### config.mk
export PLATFORM = sky130hd
export DESIGN_NAME = bus_arb_4
export DESIGN_NICKNAME = d
export VERILOG_FILES = /design/src/rtl/bus_arb_4.sv
export SDC_FILE = /design/constraint.sdc
export NUM_CORES = 1
export LEC_CHECK = 0
export BUFFER_PORTS_ARGS = -buffer_cell sky130_fd_sc_hd__buf_2
export CAP_MARGIN = 25
export CELL_PAD_IN_SITES_DETAIL_PLACEMENT = 1
export CELL_PAD_IN_SITES_GLOBAL_PLACEMENT = 1
export CORE_MARGIN = 3
export CORE_UTILIZATION = 33
export CTS_BUF_LIST = sky130_fd_sc_hd__clkbuf_4 sky130_fd_sc_hd__clkbuf_8 sky130_fd_sc_hd__clkbuf_16
export CTS_CLUSTER_DIAMETER = 200
export DETAILED_ROUTE_END_ITERATION = 6
export PLACE_DENSITY = 0.89
export SLEW_MARGIN = 20
export SYNTH_ARGS = -nofsm -noshare
export SYNTH_HDL_FRONTEND = slang
export SYNTH_SLANG_ARGS = --single-unit
### constraint.sdc
create_clock -name clk -period 4.2 [get_ports clk]
set_clock_uncertainty 0.2 [all_clocks]
set_input_delay 0.42 -clock clk [delete_from_list [all_inputs] [get_ports clk]]
set_output_delay 0.42 -clock clk [all_outputs]
set_load 0.03 [all_outputs]
### src/rtl/bus_arb_4.sv
// Round-robin arbiter for four requesters sharing one 16-bit bus.
// Grants one requester at a time for a burst of at most MAX_HOLD beats and registers each beat onto the bus.
module bus_arb_4 #(
    parameter int MAX_HOLD = 4
) (
    input  logic        clk,
    input  logic        reset,
    input  logic [3:0]  req,
    input  logic [15:0] d0,
    input  logic [15:0] d1,
    input  logic [15:0] d2,
    input  logic [15:0] d3,
    output logic [3:0]  gnt,
    output logic [1:0]  sel,
    output logic        bus_valid,
    output logic [15:0] bus_data,
    output logic        busy
);

    typedef enum logic {
        IDLE,
        GRANT
    } state_t;

    localparam logic [3:0] HOLD_LIMIT = 4'(MAX_HOLD);

    state_t      state;
    logic [1:0]  ptr;
    logic [3:0]  count;
    logic [1:0]  pick;
    logic [1:0]  cand;
    logic [15:0] sel_data;
    logic        req_g;
    logic        last_beat;

    // Walk the candidates from the farthest offset back to ptr so the nearest requester wins.
    always_comb begin
        pick = ptr;
        cand = ptr;
        for (int k = 3; k >= 0; k--) begin
            cand = ptr + 2'(k);
            if (req[cand]) begin
                pick = cand;
            end
        end
    end

    always_comb begin
        case (sel)
            2'd0:    sel_data = d0;
            2'd1:    sel_data = d1;
            2'd2:    sel_data = d2;
            default: sel_data = d3;
        endcase
    end

    assign req_g     = req[sel];
    assign last_beat = (count + 4'd1) == HOLD_LIMIT;

    // A dropped request or a beat reaching the limit both release; a drop wins when they coincide.
    always_ff @(posedge clk) begin
        if (reset) begin
            state     <= IDLE;
            gnt       <= 4'b0000;
            sel       <= 2'd0;
            bus_valid <= 1'b0;
            bus_data  <= 16'h0000;
            busy      <= 1'b0;
            ptr       <= 2'd0;
            count     <= 4'd0;
        end else begin
            bus_valid <= 1'b0;
            case (state)
                IDLE: begin
                    if (|req) begin
                        state <= GRANT;
                        gnt   <= 4'b0001 << pick;
                        sel   <= pick;
                        busy  <= 1'b1;
                        count <= 4'd0;
                    end else begin
                        gnt  <= 4'b0000;
                        busy <= 1'b0;
                    end
                end
                GRANT: begin
                    if (req_g) begin
                        bus_valid <= 1'b1;
                        bus_data  <= sel_data;
                        count     <= count + 4'd1;
                    end
                    if (!req_g || last_beat) begin
                        state <= IDLE;
                        gnt   <= 4'b0000;
                        busy  <= 1'b0;
                        ptr   <= sel + 2'd1;
                    end
                end
                default: state <= IDLE;
            endcase
        end
    end

endmodule

Word-level counts from Yosys, hierarchy flattened. Index checks and enable logic that the tools add are counted.

$add $sub $neg: 5. Magnitude comparators: 5. Equality and inequality tests: 6. Shifts and indexed selects: 1. Muxes and demuxes: 27. Bitwise gates (word level): 1. Reduce and logical (&&, ||, !) cells: 9.

Operator list (number): 16-bit one-hot mux with 3 select lines (1); 4-bit two-way mux (4); 4-bit one-hot mux with 2 select lines (2); 2-bit by 3-bit < comparator with 1-bit output (second input constant) (5); 1-bit binary-select mux with 2-bit select (5); 1-bit two-way mux (9); 2-bit two-way mux (4); 2-bit AND reduction (4); 2-bit by 1-bit adder with 2-bit output (second input constant) (2); 2-bit adder (second input constant) (2); 4-bit by 1-bit adder with 4-bit output (second input constant) (1); 4-bit by 3-bit equality test with 1-bit output (second input constant) (1); 2-bit by 1-bit != test with 1-bit output (second input constant) (2); 1-bit one-hot mux with 2 select lines (2); 4-bit OR reduction (1); 1-bit by 2-bit << shifter with 4-bit output (first input constant) (1); 2-bit by 1-bit equality test with 1-bit output (second input constant) (1); 2-bit equality test (second input constant) (1); 2-bit logical NOT (1); 2-bit != test (second input constant) (1); 2-bit OR reduction (1); 1-bit logical NOT (1); 1-bit logical OR (1); 1-bit NOT (1).

Flip-flop bits (word level): 31. Input bits: 70. Output and inout port bits: 24. Logic and storage cells: 62.

Logic depth before layout (Yosys ltp).
Word-level depth: 10. Gate-level depth with buffers: 7.

Worst setup path before layout. No wires, ideal clock.

Path type: flip-flop to flip-flop. From: register sel[1]. To: register count[2]. Setup time: 133 ps. Arrival time: 1686 ps. Data required time: 3867 ps. Setup slack: 2182 ps. Cell stages (with the launch flop): 6. Buffers on the path: 1. Clock period less this slack: 2018 ps. Cell sequence: dfxtp_1 > mux4_2 > and2_4 > buf_4 > a21oi_1 > a211oi_2.

Word-level cells in the longest chain between the ends: 4.

RTL lines: from (decl) (line 14) `output logic [1:0] sel,`; from (signal assigned) (line 78) `sel <= pick;`; 1-bit binary-select mux with 2-bit select (line 57) `assign req_g = req[sel];`; 1-bit two-way mux (not written as such) (line 57); 2-bit by 1-bit != test with 1-bit output (no source line); 2-bit AND reduction (no source line); to (signal assigned) (line 90) `count <= count + 4'd1;`; to (decl) (line 29) `logic [3:0] count;`.

Every way passes these cells. The select of a mux whose other input is x is not followed. A chain may end at the register's enable or synchronous reset.

Worst setup path in the final report.
From: register sel[1]. To: register gnt[1].

Word-level cells in the longest chain between the ends: 5.

RTL lines: 1-bit binary-select mux with 2-bit select (line 57); 1-bit two-way mux (not written as such) (line 57); 1-bit logical NOT (line 92) `if (!req_g || last_beat) begin`; 1-bit logical OR (line 92); 2-bit by 1-bit != test with 1-bit output (no source line); to (signal assigned) (line 77) `gnt <= 4'b0001 << pick;`; to (decl) (line 13) `output logic [3:0] gnt,`.

Every way passes these cells. The select of a mux whose other input is x is not followed.

==> run summary <==
The worst register-to-register path has a setup slack of 1.90 ns. The post-route setup TNS was 0 ns; the post-cts gate resize count was 0. The number of optimization iterations in the first detailed-route pass was 4; the die width was 78.1 um.

The setup slack after placement is 1.79 ns, and the power consumption is 866 uW. In this run the most critical hold path is launched from bus_data[5]. The flip-flop and latch count after synthesis was 31; the post-cts hold buffer count was 0. The total track usage came out at 19.2%. The run gives 2.26 ns as the arrival time at the worst endpoint. The logs give 2 for the deepest clock path buffer count and 25 for the number of rows in the core area. Derived from the worst setup path, the maximum achievable clock frequency is 0.435 GHz. The mean routed wirelength per cell is 15.3 um.

STA classifies the critical path startpoint as a flop. The overall routed net length is 5.71 mm. Summed over all layers, the global routing overflow is 0. The setup path with the least slack is of type flop to flop. The count of flip-flops with a built-in enable after synthesis came out at 0.

The antenna diode count is 0. The analysis attributes to cell leakage a power of 0.00104 uW. The run gives 4.16 ns as the required arrival time at the worst endpoint. The net count after synthesis came out at 295. In the final design database the tool counted 381 nets. The logs give 94 for the count of pins on the block boundary and 5 for the TritonCTS buffer count. The region available for standard cell placement spans 4880 um^2.

Entering global routing, the biggest net connects 35 pins. In the layout the commonest cells are buf_2 (93), nand2_1 (55), dfxtp_1 (31), a21oi_1 (25), o21ai_0 (18). The clock transition at the registers of the reported paths is 0.07 ns. Leaving out fill and tap cells, the most frequent cell in the layout is buf_2.

At the pin with the least slew margin, the transition time is 0.911 ns. Yosys printed 0 warnings. Of all nets on the critical path, the largest fanout is 22. The area growth from synthesis to layout is 35.3%. The later-pin clock latency in the skew report was 0.29 ns. The run gives 0 as the initial antenna violation count. The die covers 6100 um^2.

Setup repair after global routing left no endpoint under its margin. Headroom to the max-slew limit came out at 39.2%. Power spread over the standard cell area amounts to 373 nW/um^2.

The max-slew violation total from the final report was 0; the worst hold margin was 0.255 ns. The run gives 0.798 as the routability congestion estimate. The count of input and output buffers was 93.

The tools report the worst hold endpoint as bus_data[5]. The mapped netlist covers 1720 um^2. For this run, the leading register cell type out of synthesis is dfxtp_1.

The mean instance size in the synthesized netlist works out to 7.83 um^2. The tightest min-delay check is of the flop to flop type. The tools report the minimum setup slack in the final design as 1.90 ns. TritonCTS built the clock tree. Fill cells in the final layout number 643. For this run, the register share of the synthesized area comes to 36.2%. In this run the remaining antenna-violating nets after routing total 0. The count of mapped cells out of synthesis is 219. The wire length of the first global-routing pass came out at 9.43 mm. The worst setup path is captured at a flop. The startpoint identified for the worst register-to-register timing path is sel[1]. The number of endpoints failing setup at the final stage was 0; the H-tree depth was 2.

After synthesis, the cell types taking the most area are dfxtp_1 (36%), nand2_1 (12%), a222oi_1 (9.3%), a21oi_1 (7.3%), o21ai_0 (5.3%). Die height: 78.1 um. The run finished with clean final reports. The number of vias per cell after detailed routing works out to 5.20. Once the floorplan was initialized, standard cells occupied 35.2% of the core.

The run gives 0 as the number of hold violations in the final report. After layout, the worst path uses 54.8% of the clock period. After the first detailed-routing iteration, the DRC count stood at 165.

After synthesis, the share of flip-flops with an asynchronous set or reset is 0%. The final period demand of the worst path is 2.30 ns. The synthesized design devotes to its leading area cell type 36.2% of total area. VDD sags by at most 0.149 mV. The fraction of layout instances using a drive strength above 1 is 36.3%, and the number of library cell types mapped by synthesis is 38. In this run the critical register-to-register path is captured at gnt[1]. Measured in cells, the most critical reg-to-reg path has a length of 5. After legalization and detailed placement, the total HPWL measured 4.38 mm. The tree is rooted in a clkbuf_8.

The number of max-cap violations is 0. Buffers added to address setup during post-CTS repair amount to 0. The run gives 0 as the count of unresolved DRC violations after routing.

The largest total area in the synthesized netlist belongs to dfxtp_1. Count of clock tree sinks: 31. The run gives 1940 as the total number of vias.

The run gives 1992 as the via count of the first global-routing pass. The hold path depth was 2.
-- cell usage after synthesis, types with 3 or more instances --
cell      count
nand2_1      55
dfxtp_1      31
a21oi_1      25
o21ai_0      18
a222oi_1     16
nor2_1       13
clkbuf_1     11
ha_1          6
inv_1         6
nand3_1       3
-- cell families (layout without fill, tap and decap cells) --
| group | count (synthesis) | after routing | synth area share (%) |
|---|---|---|---|
| muxes | 3 | 3 | 2.77 |
| and+or+nand+nor | 83 | 83 | 20.9 |
| adders and majority gates | 6 | 6 | 4.38 |
| AOI/OAI and AO/OA | 75 | 75 | 30.7 |
| DFF | 31 | 31 | 36.2 |
| buffers and inverters | 21 | 108 | 5.10 |
-- per-layer routing --
metal	track usage [%]	part of all wire, %	vias up
li1	-	-	973
met2	31.3	50	66
met4	7.69	1.0	0
met5	0	0	-
met3	3.90	5.8	4
met1	24.8	44	897
-- sequential cells by signal, summed over array words and instances, names as in the netlist --
signal / count
ptr: 2
state: 1
bus_valid: 1
sel: 2
busy: 1
count: 4
gnt: 4
bus_data: 16
-- worst max-delay path: stages, from the launching register on --
cell	delay [ns]
dfxtp_1	0.43
mux4_2	0.56
nand2_1	0.55
a21oi_1	0.17
a22oi_1	0.21
nor2_1	0.05
-- worst max-delay path by stage --
stage | from | endpoint | slack, ns | cells past startpoint
final | sel[1] | gnt[1] | 1.90 | 5
after global placement | req[3] | busy | 1.88 | 6
after CTS | sel[1] | gnt[1] | 1.89 | 5
after detailed placement | req[3] | gnt[1] | 1.79 | 6
after floorplan | sel[1] | count[2] | 2.18 | 5
after global routing | sel[1] | gnt[1] | 1.64 | 5
-- report_power, final --
part / switching (uW) / internal (uW)
logic: 141 / 89.1
clock network: 112 / 192
registers: 16.4 / 315
total: 269 / 596
-- layout make-up --
class | count | area [um^2] | share of cell area [%]
Multi-Input combinational cell | 167 | 1010 | 43.4
Inverter | 7 | 26.3 | 1.13
Clock inverter | 2 | 35.0 | 1.51
Timing Repair Buffer | 93 | 465 | 20.1
Sequential cell | 31 | 621 | 26.7
Tap cell | 67 | 83.8 | 3.61
Clock buffer | 6 | 82.6 | 3.56
-- metrics by stage --
| step | area [um^2] | util [%] | std cells |
|---|---|---|---|
| CTS | 2320 | 47.6 | 373 |
| global route | 2320 | 47.6 | 373 |
| detailed placement | 2200 | 45.2 | 365 |
| finish | 2320 | 47.6 | 373 |
| global placement | 2200 | 45.2 | 365 |
| floorplan | 1720 | - | 219 |
Note: power is estimated with default switching activity, not from simulation.
